[config.mk]
export PLATFORM = sky130hd
export DESIGN_NAME = settle_timer
export DESIGN_NICKNAME = d
export VERILOG_FILES = /design/src/rtl/settle_timer.sv
export SDC_FILE = /design/constraint.sdc
export NUM_CORES = 1
export LEC_CHECK = 0
export ABC_AREA = 1
export BUFFER_PORTS_ARGS = -buffer_cell sky130_fd_sc_hd__buf_2
export CAP_MARGIN = 20
export CORE_AREA = 2 2 39 41
export CTS_CLUSTER_DIAMETER = 80
export DETAILED_ROUTE_END_ITERATION = 10
export DIE_AREA = 0 0 41 43
export PLACE_DENSITY_LB_ADDON = 0.12
export SETUP_SLACK_MARGIN = 0.4
export SYNTH_ARGS = -nofsm -noshare
export SYNTH_HDL_FRONTEND = slang
export SYNTH_SLANG_ARGS = --single-unit
[constraint.sdc]
create_clock -name clk -period 1.8 [get_ports clk]
set_input_delay 0.36 -clock clk [delete_from_list [all_inputs] [get_ports clk]]
set_output_delay 0.36 -clock clk [all_outputs]
set_load 0.03 [all_outputs]
[src/rtl/settle_timer.sv]
// 8-bit loadable down-counter with zero flag.
// Paces how long each input code is held.
module settle_timer (
    input  logic       clk,
    input  logic       rst_n,
    input  logic       load,
    input  logic [7:0] load_val,
    input  logic       en,
    output logic       zero
);

    logic [7:0] count_q;

    always_ff @(posedge clk or negedge rst_n) begin
        if (!rst_n) begin
            count_q <= 8'd0;
        end else if (load) begin
            count_q <= load_val;
        end else if (en && count_q != 8'd0) begin
            count_q <= count_q - 8'd1;
        end
    end

    assign zero = (count_q == 8'd0);

endmodule

==> metrics.cfg <==
[clock_tree]
cts_sinks=8
ctsRootBufferMaster=clkbuf_4
cts_tree=yes
cts_htree_levels=1
clk_pin_slew_ns=0.06
clk_latency_ns=0.26
clockBufferDepth=2
cts_buffers=3

[yosys]
yosysSeqAreaShare_pct=33.5
synthesis.nets=107
ys.warnings.count=0
ys_types=16
synth_top_cell_by_area=dfrtp_1
synth_flop_cell=dfrtp_1
synth_area_leaders=dfrtp_1 (34%), nand2_1 (23%), nand3_1 (11%), inv_1 (6.3%), nor2_1 (5.7%)
synth_area_um2=597
synth_async_sr_flop_share_pct=100
synthMostInstantiatedCell=nand2_1
synth_top_area_share_pct=33.5
syn-instance-count=93
synth_edf_count=0
ys_ff_latch=8
syn_avg_cell_area_um2=6.42
yosys-top-cells-count=nand2_1 (36), nand3_1 (13), inv_1 (10)

[global_routing]
gr-usage-all-layers_pct=21.9
grt_pass1_vias=616
antenna_found_initial=0
grt_pass1_wl_mm=2.58
grt_max_degree=13
grt_overflow=0

[critical_path]
critPathLaunch=count_q[1]
crit_path_end=zero
arrival_ns=1.17
crit_required_ns=1.44
reg2reg_depth=7
crit_fanout=2
reg2reg_from=count_q[5]
r2r_slack_ns=0.43
worst_setup_path_start_kind=flip-flop
crit_type=flip-flop to output pin
worstSetupEndpointType=output pin
rr_endpoint=count_q[1]

[sta]
max_slew_margin_pct=78.7
hold_viol=0
setup_slack_ns=0.267
finalSetupViolCount=0
fin_crit_sh_pct=85.2
finalSetupTns_ns=0
period_needed_ns=1.53
grt_setup_unrepaired=true
worst_slew_pin_slew_ns=0.319
skew_ns=0.00605
maxSlewViolCount=0
max_freq_ghz=0.652

[die]
fp.dieH_um=43
die_x_um=41
coreArea_mm2=0.00138
die_area_mm2=0.00176
rows=14
floorplan.initialDensity_pct=43.1
io_pins=13

[route]
drtIter0Drc=15
vias=643
drt_wl_total_mm=1.49
wire_per_inst_um=10.9
avgViaCountPerCell=4.73
drt_pre_antenna_iters=3
route.detailed.drc=0
ant_nets=0

[cells_and_area]
design_area_um2=862
largest_reg_flops=8
top_register=count_q
num_antenna_cells=0
final_nets=136
synthToLayoutAreaGrowth_pct=44.4
drive_above_1_share_pct=36.7
post-route-util_pct=62.3
largestRegisters=count_q (8)

[outcome]
status=finished clean

[placement]
port_buffers=12
dp_hpwl_um=937
place_area_um2=688
dpl_worst_slack_ns=0.273
globalplace.congestion=0.825

[power]
p_leak_nw=0.464
p_per_area_mw_per_mm2=803
finalPower_mw=0.692
vdd_drop_max_uv=408

[run]
maxCapViolCount=0

[min_path]
hp-class=input pin to flip-flop

## worst min-delay path by stage
stage                 from         end  slack (ns)  cells past startpoint
2_1_floorplan        rst_n  count_q[0]        0.06                      0
3_3_place_gp         rst_n  count_q[4]        0.22                      1
3_5_place_dp         rst_n  count_q[4]        0.22                      1
4_1_cts        load_val[6]  count_q[6]        0.31                      3
5_1_grt        load_val[5]  count_q[5]        0.32                      3
6_report       load_val[6]  count_q[6]        0.31                      3
## worst max-delay path, stage by stage (launching register included)
cell	delay (ns)
dfrtp_1	0.40
inv_2	0.09
ha_4	0.14
nand2_4	0.06
nor2_4	0.09
buf_6	0.13
## cells in the final DEF, fill, tap and decap left out, drive strengths merged
cell type and instances:
nand2 38, nand3 13, ha 2, xnor2 1, clkbuf 3, dlygate4sd3 1, nor2 10, inv 10
clkinv 1, o21ai 7, nand4 2, buf 24, dfrtp 8
## cell type report
class,count,area [um^2]
inverter,11,42.5
fill,136,522
multi-input combinational,73,409
clock buffer,3,22.5
timing repair buffer,25,166
tap,16,20.0
sequential,8,201
## cell families after synthesis
family,Yosys count,synth area share [%]
and+or+nand+nor,63,45.3
buffers and inverters,12,7.76
DFF,8,33.5
AOI/OAI and AO/OA,7,7.76
adders and majority gates,2,4.19
xor gates and xnor gates,1,1.47
## layer usage
layer	GRT usage (%)	vias to the layer above	part of all wire, %
li1	-	349	-
met5	0	-	0
met2	31.9	9	49
met1	29.7	283	47
met3	4.71	2	2.9
met4	10.0	0	0.81
## power breakdown
| group | leakage, nW | internal [mW] | switching (mW) |
|---|---|---|---|
| clock network | 0.0138 | 0.0766 | 0.0655 |
| logic | 0.354 | 0.144 | 0.167 |
| registers | 0.0966 | 0.210 | 0.0292 |
| total | 0.464 | 0.431 | 0.261 |
## what timing repair did
action,4_1_cts,5_1_grt
pin swaps,4,2
endpoints found under the hold margin,8,0
hold buffers,1,0
setup endpoints to repair,6,7
buffers inserted,10,1
resized for setup,13,5
## through the flow
step | std cells | hold slack [ns]
2_1_floorplan | 93 | 0.0644
3_3_place_gp | 121 | 0.220
3_5_place_dp | 121 | 0.218
4_1_cts | 135 | 0.313
5_1_grt | 136 | 0.323
6_report | 136 | 0.315
No activity file was read; power rests on OpenSTA's default activity.
